`config.mk`:
```
export PLATFORM = sky130hd
export DESIGN_NAME = contador_ocupacao
export DESIGN_NICKNAME = d
export VERILOG_FILES = /design/src/rtl/contador_ocupacao.sv
export SDC_FILE = /design/constraint.sdc
export NUM_CORES = 1
export LEC_CHECK = 0
export BUFFER_PORTS_ARGS = -buffer_cell sky130_fd_sc_hd__buf_2
export CAP_MARGIN = 10
export CORE_UTILIZATION = 51
export DETAILED_ROUTE_END_ITERATION = 10
export GPL_ROUTABILITY_DRIVEN = 0
export GPL_TIMING_DRIVEN = 0
export PLACE_DENSITY = 0.72
export SETUP_SLACK_MARGIN = 0.5
export SLEW_MARGIN = 20
export SYNTH_ARGS = -nofsm -noshare
export SYNTH_HDL_FRONTEND = slang
export SYNTH_SLANG_ARGS = --single-unit
export TNS_END_PERCENT = 10
```
`constraint.sdc`:
```
create_clock -name clk -period 1.65 [get_ports clk]
set_input_delay 0 -clock clk [delete_from_list [all_inputs] [get_ports clk]]
set_output_delay 0 -clock clk [all_outputs]
set_load 0.02 [all_outputs]
```
`src/rtl/contador_ocupacao.sv`:
```
// ----------------------------------------------------------------------------
// contador_ocupacao
// Passenger occupancy counter for a vehicle door. Two bouncing photo-sensors
// (entry and exit) are synchronized, debounced and turned into single-cycle
// events. Events are applied to a saturating 4-bit count only while the door
// is open. A 2-bit occupancy level code is derived from the count.
//
// Ports
//   clk               in   sole clock, rising edge
//   reset_n           in   synchronous active-low reset
//   sensor_entrada    in   raw asynchronous entry sensor, one pulse per entry
//   sensor_saida      in   raw asynchronous exit sensor, one pulse per exit
//   porta_aberta      in   door open status, synchronous to clk (1 = open)
//   ocupacao          out  [3:0] registered passenger count
//   capacidade_atual  out  [1:0] registered occupancy level code
//   evento_rejeitado  out  one-cycle pulse when an accepted event is discarded
// ----------------------------------------------------------------------------

// ----------------------------------------------------------------------------
// contador_ocupacao_debounce
// 2-flop synchronizer followed by a four-state debounce FSM. A level is
// accepted after DEBOUNCE_CICLOS consecutive stable synchronized samples.
// Only the accepted rising level produces an event pulse.
//
// Ports
//   clk            in   clock
//   reset_n        in   synchronous active-low reset
//   i_sensor       in   raw asynchronous sensor level
//   o_pulso        out  registered one-cycle pulse on accepted rising level
// ----------------------------------------------------------------------------
module contador_ocupacao_debounce #(
   parameter int unsigned DEBOUNCE_CICLOS = 4
) (
   input  logic clk,
   input  logic reset_n,
   input  logic i_sensor,
   output logic o_pulso
);

   localparam int unsigned CW = 4;
   localparam logic [CW-1:0] CONT_ALVO = CW'(DEBOUNCE_CICLOS);

   typedef enum logic [1:0] {
      ESTAVEL_BAIXO  = 2'd0,
      CONFIRMA_ALTO  = 2'd1,
      ESTAVEL_ALTO   = 2'd2,
      CONFIRMA_BAIXO = 2'd3
   } estado_t;

   logic          r_sinc1;
   logic          r_sinc2;
   estado_t       r_estado;
   estado_t       w_prox_estado;
   logic [CW-1:0] r_cont;
   logic [CW-1:0] w_prox_cont;
   logic          r_pulso;
   logic          w_pulso;
   logic          w_sinc;

   assign w_sinc  = r_sinc2;
   assign o_pulso = r_pulso;

   // Metastability synchronizer for the asynchronous sensor
   always_ff @(posedge clk) begin
      if (!reset_n) begin
         r_sinc1 <= 1'b0;
         r_sinc2 <= 1'b0;
      end else begin
         r_sinc1 <= i_sensor;
         r_sinc2 <= r_sinc1;
      end
   end

   // Debounce state, counter and event pulse registers
   always_ff @(posedge clk) begin
      if (!reset_n) begin
         r_estado <= ESTAVEL_BAIXO;
         r_cont   <= '0;
         r_pulso  <= 1'b0;
      end else begin
         r_estado <= w_prox_estado;
         r_cont   <= w_prox_cont;
         r_pulso  <= w_pulso;
      end
   end

   // Next-state logic. The counter holds the number of consecutive stable
   // samples already seen; once it equals the target the new level is taken.
   always_comb begin
      w_prox_estado = r_estado;
      w_prox_cont   = r_cont;
      w_pulso       = 1'b0;
      case (r_estado)
         ESTAVEL_BAIXO: begin
            if (w_sinc) begin
               w_prox_estado = CONFIRMA_ALTO;
               w_prox_cont   = CW'(1);
            end
         end
         CONFIRMA_ALTO: begin
            if (r_cont == CONT_ALVO) begin
               w_prox_estado = ESTAVEL_ALTO;
               w_prox_cont   = '0;
               w_pulso       = 1'b1;
            end else if (w_sinc) begin
               w_prox_cont   = r_cont + CW'(1);
            end else begin
               w_prox_estado = ESTAVEL_BAIXO;
               w_prox_cont   = '0;
            end
         end
         ESTAVEL_ALTO: begin
            if (!w_sinc) begin
               w_prox_estado = CONFIRMA_BAIXO;
               w_prox_cont   = CW'(1);
            end
         end
         CONFIRMA_BAIXO: begin
            if (r_cont == CONT_ALVO) begin
               w_prox_estado = ESTAVEL_BAIXO;
               w_prox_cont   = '0;
            end else if (!w_sinc) begin
               w_prox_cont   = r_cont + CW'(1);
            end else begin
               w_prox_estado = ESTAVEL_ALTO;
               w_prox_cont   = '0;
            end
         end
         default: begin
            w_prox_estado = ESTAVEL_BAIXO;
            w_prox_cont   = '0;
         end
      endcase
   end

endmodule

module contador_ocupacao #(
   parameter int unsigned DEBOUNCE_CICLOS = 4,
   parameter int unsigned CAP_MAX         = 8
) (
   input  logic       clk,
   input  logic       reset_n,
   input  logic       sensor_entrada,
   input  logic       sensor_saida,
   input  logic       porta_aberta,
   output logic [3:0] ocupacao,
   output logic [1:0] capacidade_atual,
   output logic       evento_rejeitado
);

   localparam int unsigned LW = 4;
   localparam int unsigned NW = 2;
   localparam logic [LW-1:0] OCUP_CHEIA  = {LW{1'b1}};
   localparam logic [LW-1:0] LIMITE_META = LW'(CAP_MAX / 2);
   localparam logic [LW-1:0] LIMITE_CAP  = LW'(CAP_MAX);

   logic          w_evt_ent;
   logic          w_evt_sai;
   logic [LW-1:0] r_ocupacao;
   logic [LW-1:0] w_ocup_prox;
   logic [NW-1:0] r_capacidade;
   logic [NW-1:0] w_cap_prox;
   logic          r_rejeitado;
   logic          w_rejeitado;

   assign ocupacao         = r_ocupacao;
   assign capacidade_atual = r_capacidade;
   assign evento_rejeitado = r_rejeitado;

   // Entry sensor conditioning
   contador_ocupacao_debounce #(
      .DEBOUNCE_CICLOS (DEBOUNCE_CICLOS)
   ) u_deb_entrada (
      .clk      (clk),
      .reset_n  (reset_n),
      .i_sensor (sensor_entrada),
      .o_pulso  (w_evt_ent)
   );

   // Exit sensor conditioning
   contador_ocupacao_debounce #(
      .DEBOUNCE_CICLOS (DEBOUNCE_CICLOS)
   ) u_deb_saida (
      .clk      (clk),
      .reset_n  (reset_n),
      .i_sensor (sensor_saida),
      .o_pulso  (w_evt_sai)
   );

   // Saturating count update; door closed discards any event, and
   // simultaneous entry/exit with the door open cancel each other.
   always_comb begin
      w_ocup_prox = r_ocupacao;
      w_rejeitado = 1'b0;
      if (w_evt_ent || w_evt_sai) begin
         if (!porta_aberta) begin
            w_rejeitado = 1'b1;
         end else if (w_evt_ent && w_evt_sai) begin
            w_ocup_prox = r_ocupacao;
         end else if (w_evt_ent) begin
            if (r_ocupacao == OCUP_CHEIA) begin
               w_rejeitado = 1'b1;
            end else begin
               w_ocup_prox = r_ocupacao + LW'(1);
            end
         end else begin
            if (r_ocupacao == '0) begin
               w_rejeitado = 1'b1;
            end else begin
               w_ocup_prox = r_ocupacao - LW'(1);
            end
         end
      end
   end

   // Level code from the next count so it moves on the same edge as the count
   always_comb begin
      w_cap_prox = 2'b00;
      if (w_ocup_prox == '0) begin
         w_cap_prox = 2'b00;
      end else if (w_ocup_prox < LIMITE_META) begin
         w_cap_prox = 2'b01;
      end else if (w_ocup_prox < LIMITE_CAP) begin
         w_cap_prox = 2'b10;
      end else begin
         w_cap_prox = 2'b11;
      end
   end

   // Output registers
   always_ff @(posedge clk) begin
      if (!reset_n) begin
         r_ocupacao   <= '0;
         r_capacidade <= 2'b00;
         r_rejeitado  <= 1'b0;
      end else begin
         r_ocupacao   <= w_ocup_prox;
         r_capacidade <= w_cap_prox;
         r_rejeitado  <= w_rejeitado;
      end
   end

endmodule
```
After elaboration in Yosys (flattened, before gate mapping)
Cells that the tools add are included.
{"block": "totals", "ff_bits": 25, "output_inout_bits": 7}
{"block": "op_classes", "n_reduce_logical": 15, "order_cmp": 2, "muxes": 43, "bitwise": 1, "n_addsub": 4, "eq_ne": 17}
{"operator": "two-way mux 4 bit", "n": 18}
{"operator": "case mux 4 bit (4 select lines)", "n": 2}
{"operator": "two-way mux 2 bit", "n": 12}
{"operator": "case mux 2 bit (4 select lines)", "n": 2}
{"operator": "adder 4 x 1 -> 4 bit, second input constant", "n": 3}
{"operator": "AND reduction 2 bit", "n": 5}
{"operator": "two-way mux 1 bit", "n": 9}
{"operator": "equality test 2 bit, second input constant", "n": 4}
{"operator": "equality test 4 x 3 -> 1 bit, second input constant", "n": 2}
{"operator": "zero test 4 bit", "n": 2}
{"operator": "AND reduction 4 bit", "n": 2}
{"operator": "inequality test 3 x 1 -> 1 bit, second input constant", "n": 2}
{"operator": "inequality test 3 bit, second input constant", "n": 2}
{"operator": "equality test 2 x 1 -> 1 bit, second input constant", "n": 2}
{"operator": "equality test 4 bit, second input constant", "n": 1}
{"operator": "zero test 2 bit", "n": 2}
{"operator": "< comparator 4 x 3 -> 1 bit, second input constant", "n": 1}
{"operator": "< comparator 4 bit, second input constant", "n": 1}
{"operator": "inequality test 2 x 1 -> 1 bit, second input constant", "n": 2}
{"operator": "inequality test 2 bit, second input constant", "n": 2}
{"operator": "subtractor 4 x 1 -> 4 bit, second input constant", "n": 1}
{"operator": "OR reduction 3 bit", "n": 1}
{"operator": "OR reduction 2 bit", "n": 1}
{"operator": "logical AND 1 bit", "n": 1}
{"operator": "other kinds (2)", "n": 2}

Depth between registers and ports, before layout
Gate-level depths: netlist of run 1.
{"block": "logic_depth", "ltp_word": 9, "mapped_depth": 7}

By module
A second synthesis of run 1 with hierarchy kept.
{"block": "unflattened", "hier_cells": 141, "hier_area_um2": 1286.2}
{"module": "contador_ocupacao_debounce", "area_each_um2": 405.4, "instances": 2, "cells_per_inst": 43}
{"module": "contador_ocupacao", "area_each_um2": 475.5, "instances": 1, "cells_per_inst": 55}

Worst setup path before layout of run 1
Ideal clock, no wire load.
{"block": "synth_path", "kind": "flip-flop to flip-flop", "startpoint": "register r_ocupacao[0] (netlist: ocupacao[0])", "endpoint": "register r_capacidade[0] (netlist: capacidade_atual[0])", "path_slack_ns": -0.168, "period_less_slack_ns": 1.818, "path_stages_with_launch": 8, "t_arrival_ns": 1.691, "setup_ns": 0.126, "cell_sequence": "dfxtp_1 > inv_1 > ha_1 > or4b_4 > a31o_1 > o311a_1 > o211ai_2 > nand2_1"}
{"block": "synth_between", "elab_chain_cells": 9}
{"element": "from (decl)", "line": "160", "rtl": "logic [LW-1:0] r_ocupacao;"}
{"element": "from (signal assigned)", "line": "238", "rtl": "r_ocupacao <= w_ocup_prox;"}
{"element": "subtractor 4 x 1 -> 4 bit (tied with other cells)", "line": "211", "rtl": "w_ocup_prox = r_ocupacao - LW'(1);"}
{"element": "two-way mux 4 bit (on tied branches)", "line": "208, 202"}
{"element": "two-way mux 4 bit", "line": "201", "rtl": "end else if (w_evt_ent) begin"}
{"element": "two-way mux 4 bit", "line": "199", "rtl": "end else if (w_evt_ent && w_evt_sai) begin"}
{"element": "two-way mux 4 bit", "line": "197", "rtl": "if (!porta_aberta) begin"}
{"element": "two-way mux 4 bit (*)", "line": "196", "rtl": "if (w_evt_ent || w_evt_sai) begin"}
{"element": "< comparator 4 bit", "line": "224", "rtl": "end else if (w_ocup_prox < LIMITE_CAP) begin"}
{"element": "two-way mux 1 bit", "line": "224"}
{"element": "two-way mux 1 bit", "line": "222", "rtl": "end else if (w_ocup_prox < LIMITE_META) begin"}
{"element": "to (signal assigned)", "line": "239", "rtl": "r_capacidade <= w_cap_prox;"}
{"element": "to (decl)", "line": "162", "rtl": "logic [NW-1:0] r_capacidade;"}
Every way passes the cells marked *; elsewhere a longest branch is shown, timed or not.
A chain may end at the register's enable or synchronous reset.

Final worst setup path of run 1
Same ends and word-level chain as after synthesis.

==> impl_metrics.ini, run 1 <==
[logic_synthesis]
yosysSeqAreaShare = 0.407
synth_nets = 146
ys_ff_latch = 25
synth_edf_count = 0
yosys_most_used_dff = dfxtp_1
netlist_area_um2 = 1230
synth.avg_cell_area_um2 = 9.10
synthArstFlopShare = 0
synth_cells = 135
synth_cell_types = 38
ys_warn_count = 0

[timing]
rsz0062_at_grt = true
worst_slack_ns = 0.00207
clock_skew_ns = 0.00496
period_minus_slack_ns = 1.65
finalMaxSlewViolations = 0
setup_viol = 0
max_freq_mhz = 607
max_slew_margin = 0.745
hold_viol_final = 0
post-route-period-util = 0.999
setup_tns_ns = 0
max_slew.worst_pin.slew_ns = 0.380

[clocking]
cts-htree-levels = 1
insertion_delay_ns = 0.31
cts_buffers = 3
cts_root_buffer = clkbuf_4
cts.path.max_buffers = 2
cts_tree = yes
clkTransAtPathRegs_ns = 0.13
cts_sinks = 25

[finish]
antenna_cells = 0
n_fill_cell = 177
final_cell_mix = 15 x dfxtp_1, 11 x buf_2, 9 x nor2_1
final_nets = 169
layout_commonest_cell = dfxtp_1
stdcell_count = 185
syn2layout_area_growth_pct = 28.2
drive_above_1_share = 0.389
stdcell_area_um2 = 1580

[placement]
post-place-ws_ns = -0.0710
postPlaceCellArea_um2 = 1340
dp_hpwl_um = 1690
placed_cells = 174
portBuffers = 11

[floorplanning]
die_width_um = 51.1
core_um2 = 2230
die_area_um2 = 2610
io_pins = 12
num_rows = 17
start_util = 0.550
die_h_um = 51.1

[global_route]
grt_overflow = 0
grt_util_all_layers = 0.206
grt_max_degree = 14
first_global_vias = 978
grt_pass1_wl_um = 4050
antenna_found_initial = 0

[critical_path]
critical_path_class = register to register
crit_path_max_fanout = 3
cp.required_ns = 1.87
slowest_stage = or4b_4
crit_path_end_kind = register
cp_slowest_stage_delay_ns = 0.46
crit_arrival_ns = 1.87
path_cells = inv_4 > ha_4 > or4b_4 > a31o_1 > o311a_1 > o211ai_2 > nand2_1
start_kind = register

[min_path]
hold_path.class = input pin to register

[detailed_routing]
viasPerCell = 5.75
first_pass_iters = 4
routed_wl_um = 2600
drt.antenna.violating_nets = 0
drt_iter0_drc = 10
via_count = 1063
drc = 0
wl_per_cell_um = 14.1

[power]
p_leak_nw = 0.632
ir_drop_mv = 0.489
power_density_nw_per_um2 = 593

[run]
maxCapViolations = 0

[status]
status = completed
## layer usage
metal | routed length [µm] | vias to the layer above | global-route usage
met2 | 1360 | 24 | 0.395
met3 | 74 | 5 | 0.0327
met1 | 1140 | 518 | 0.222
li1 | - | 516 | -
met5 | 0 | - | 0
met4 | 28 | 0 | 0.0787
## final timing paths
check,slack [ns],cells after the start,from,end
max,0.002,7,ocupacao[0],capacidade_atual[0]
max reg2reg,0.002,7,ocupacao[0],capacidade_atual[0]
min reg2reg,0.45,1,u_deb_entrada.r_sinc1,u_deb_entrada.r_sinc2
min,0.07,4,porta_aberta,capacidade_atual[0]
## metrics by stage
stage	utilization	hold slack (ns)	total power, mW
after detailed placement	0.600	0.212	0.667
after global placement	0.600	0.209	0.666
final	0.705	0.0686	0.934
after CTS	0.680	0.0687	0.937
after floorplan	-	0.0894	0.652
after global routing	0.705	0.111	0.972
## cells by family after synthesis
family | count (synthesis) | synth area share
and+or+nand+nor | 52 | 0.251
AOI/OAI and AO/OA | 28 | 0.155
DFF | 25 | 0.407
buffers and inverters | 16 | 0.0672
xor gates and xnor gates | 6 | 0.0428
adders and majority gates | 6 | 0.0611
muxes | 2 | 0.0163
## sequential cells by signal, summed over array words and instances (netlist names)
| name | count |
|---|---|
| u_deb_saida.r_estado | 2 |
| u_deb_entrada.o_pulso | 1 |
| u_deb_entrada.r_cont | 4 |
| u_deb_saida.r_cont | 4 |
| u_deb_saida.o_pulso | 1 |
| capacidade_atual | 2 |
| u_deb_entrada.r_sinc2 | 1 |
| u_deb_entrada.r_sinc1 | 1 |
| u_deb_saida.r_sinc1 | 1 |
| evento_rejeitado | 1 |
| ocupacao | 4 |
| u_deb_saida.r_sinc2 | 1 |
| u_deb_entrada.r_estado | 2 |
## synth_stat cells (3+ instances only)
library cell | count | area [µm²]
dfxtp_1 | 25 | 500
inv_1 | 11 | 41.3
nor2_1 | 10 | 37.5
o21ai_0 | 8 | 40.0
a21oi_1 | 7 | 35.0
and2_1 | 6 | 37.5
ha_1 | 6 | 75.1
nand2_1 | 5 | 18.8
nand3b_1 | 5 | 37.5
nor3_1 | 5 | 25.0
xor2_1 | 5 | 43.8
nand3_1 | 4 | 20.0
nand4_1 | 3 | 18.8
nand4b_1 | 3 | 26.3
## where the power goes
part | leakage (nW) | switching, mW | total [mW] | internal [mW]
Combinational | 0.407 | 0.0287 | 0.0567 | 0.0280
Clock | 0.0150 | 0.169 | 0.263 | 0.0945
Sequential | 0.210 | 0.0103 | 0.614 | 0.604
Total | 0.632 | 0.208 | 0.934 | 0.726
## area by class of cell
class	instances	area, µm²	area share
Multi-Input combinational cell	94	772	0.490
Sequential cell	25	531	0.337
Timing Repair Buffer	18	118	0.0747
Inverter	11	51.3	0.0326
Buffer	5	42.5	0.0270
Tap cell	28	35.0	0.0222
Clock buffer	4	26.3	0.0167
## worst max-delay path: cells and delay by family, from the launching register on
kind                     cells  cell delay, ns
buffers and inverters        1            0.06
adder cells (fa/ha/maj)      1            0.12
AO/OA/AOI/OAI                3            0.47
flip-flops                   1            0.37
AND/OR/NAND/NOR              2            0.52
## repair_timing
action,4_1_cts,5_1_grt
resized for setup,31,17
setup endpoints to repair,16,17
hold buffers,4,0
setup buffers,3,0
pin swaps,23,23
endpoints found under the hold margin,5,0
(Power assumes the default switching activity.)
==> inputs of run 2 (changes only) <==
Settings changed: REMOVE_ABC_BUFFERS set to 1.
==> impl_metrics.ini, run 2 (synthesis gave the netlist of run 1 again) <==
[finish]
stdcell_area_um2 = 1490
final_cell_mix = 15 x dfxtp_1, 11 x buf_2, 10 x nor2_1
final_nets = 164
stdcell_count = 180
layout_commonest_cell = dfxtp_1
syn2layout_area_growth_pct = 21.3
antenna_cells = 0
drive_above_1_share = 0.342
n_fill_cell = 191

[timing]
setup_viol = 1
post-route-period-util = 1.01
setup_tns_ns = -0.0163
clock_skew_ns = 0.000754
holdWs_ns = 0.0341
max_slew.worst_pin.slew_ns = 0.415
max_freq_mhz = 600
max_slew_margin = 0.723
period_minus_slack_ns = 1.67
finalMaxSlewViolations = 0
rsz0062_at_grt = true
worst_slack_ns = -0.0163
hold_viol_final = 0

[placement]
portBuffers = 11
post-place-ws_ns = -0.264
placed_cells = 169
postPlaceCellArea_um2 = 1280
dp_hpwl_um = 1560

[status]
status = complete, but fails checks
violations = negative setup slack

[global_route]
grt_max_degree = 14
grt_pass1_wl_um = 4140
grt_overflow = 0
antenna_found_initial = 0
first_global_vias = 944
grt_util_all_layers = 0.213

[clocking]
cts_root_buffer = clkbuf_4
cts_buffers = 3
cts_sinks = 25
cts.path.max_buffers = 2
insertion_delay_ns = 0.30
clkTransAtPathRegs_ns = 0.12
cts_tree = yes
cts-htree-levels = 1

[run]
maxCapViolations = 0

[detailed_routing]
via_count = 1013
wl_per_cell_um = 13.3
drt.antenna.violating_nets = 0
routed_wl_um = 2390
drc = 0
viasPerCell = 5.63
drt_iter0_drc = 14
first_pass_iters = 4

[critical_path]
crit_arrival_ns = 1.87
start_kind = register
cp.required_ns = 1.85
rr_worst_depth = 5
crit_path_max_fanout = 10
critical_path_class = register to register
crit_path_end_kind = register

[min_path]
hold_path.class = input pin to register
hold_depth = 2

[power]
p_leak_nw = 0.601
power_density_nw_per_um2 = 622
ir_drop_mv = 0.613

[floorplanning]
core_um2 = 2230
die_area_um2 = 2610
die_width_um = 51.1
num_rows = 17
die_h_um = 51.1
start_util = 0.550
io_pins = 12
-- run 2: where the power goes --
part / switching, mW / total, mW / internal (mW)
combinational: 0.0262 / 0.0507 / 0.0245
sequential: 0.00830 / 0.617 / 0.609
clock: 0.165 / 0.259 / 0.0942
-- run 2: per-stage QoR --
step | util | power, mW
after floorplan | - | 0.651
after global placement | 0.572 | 0.666
after detailed placement | 0.572 | 0.668
after CTS | 0.652 | 0.935
after global routing | 0.667 | 0.982
final | 0.667 | 0.927
-- run 2: final timing paths --
path / startpoint / to / slack (ns)
hold / removal: reset_n / u_deb_entrada.r_cont[0] / 0.03
hold reg to reg: u_deb_saida.r_sinc1 / u_deb_saida.r_sinc2 / 0.45
setup / recovery: ocupacao[2] / capacidade_atual[0] / -0.02
setup reg to reg: ocupacao[2] / capacidade_atual[0] / -0.02
-- run 2: final cells by class --
type | count | area, µm² | area share
tap | 28 | 35.0 | 0.0235
sequential | 25 | 520 | 0.349
clock buffer | 4 | 26.3 | 0.0176
multi-input combinational | 94 | 744 | 0.500
inverter | 11 | 46.3 | 0.0311
timing repair buffer | 18 | 118 | 0.0789
-- run 2: metal layers --
layer	routed length, µm	track usage	share of wire	up-vias
met5	0	0	0	-
met2	1180	0.364	0.50	14
met1	1120	0.261	0.47	485
met3	46	0.0298	0.019	4
li1	-	-	-	510
met4	32	0.102	0.013	0
-- run 2: what timing repair did --
action                     CTS  global route
hold buffers                 3             1
hold endpoints to repair     3             1
gates resized for setup     37             8
setup endpoints to repair   16            16
setup buffers                3             0
pin swaps                   18            11
-- run 2: critical path, cell delays in order, from the launching register on --
cell and delay (ns):
dfxtp_1 0.44, or4b_4 0.59, a31o_1 0.19, o311a_1 0.14, o211ai_2 0.14, nand2_1 0.07
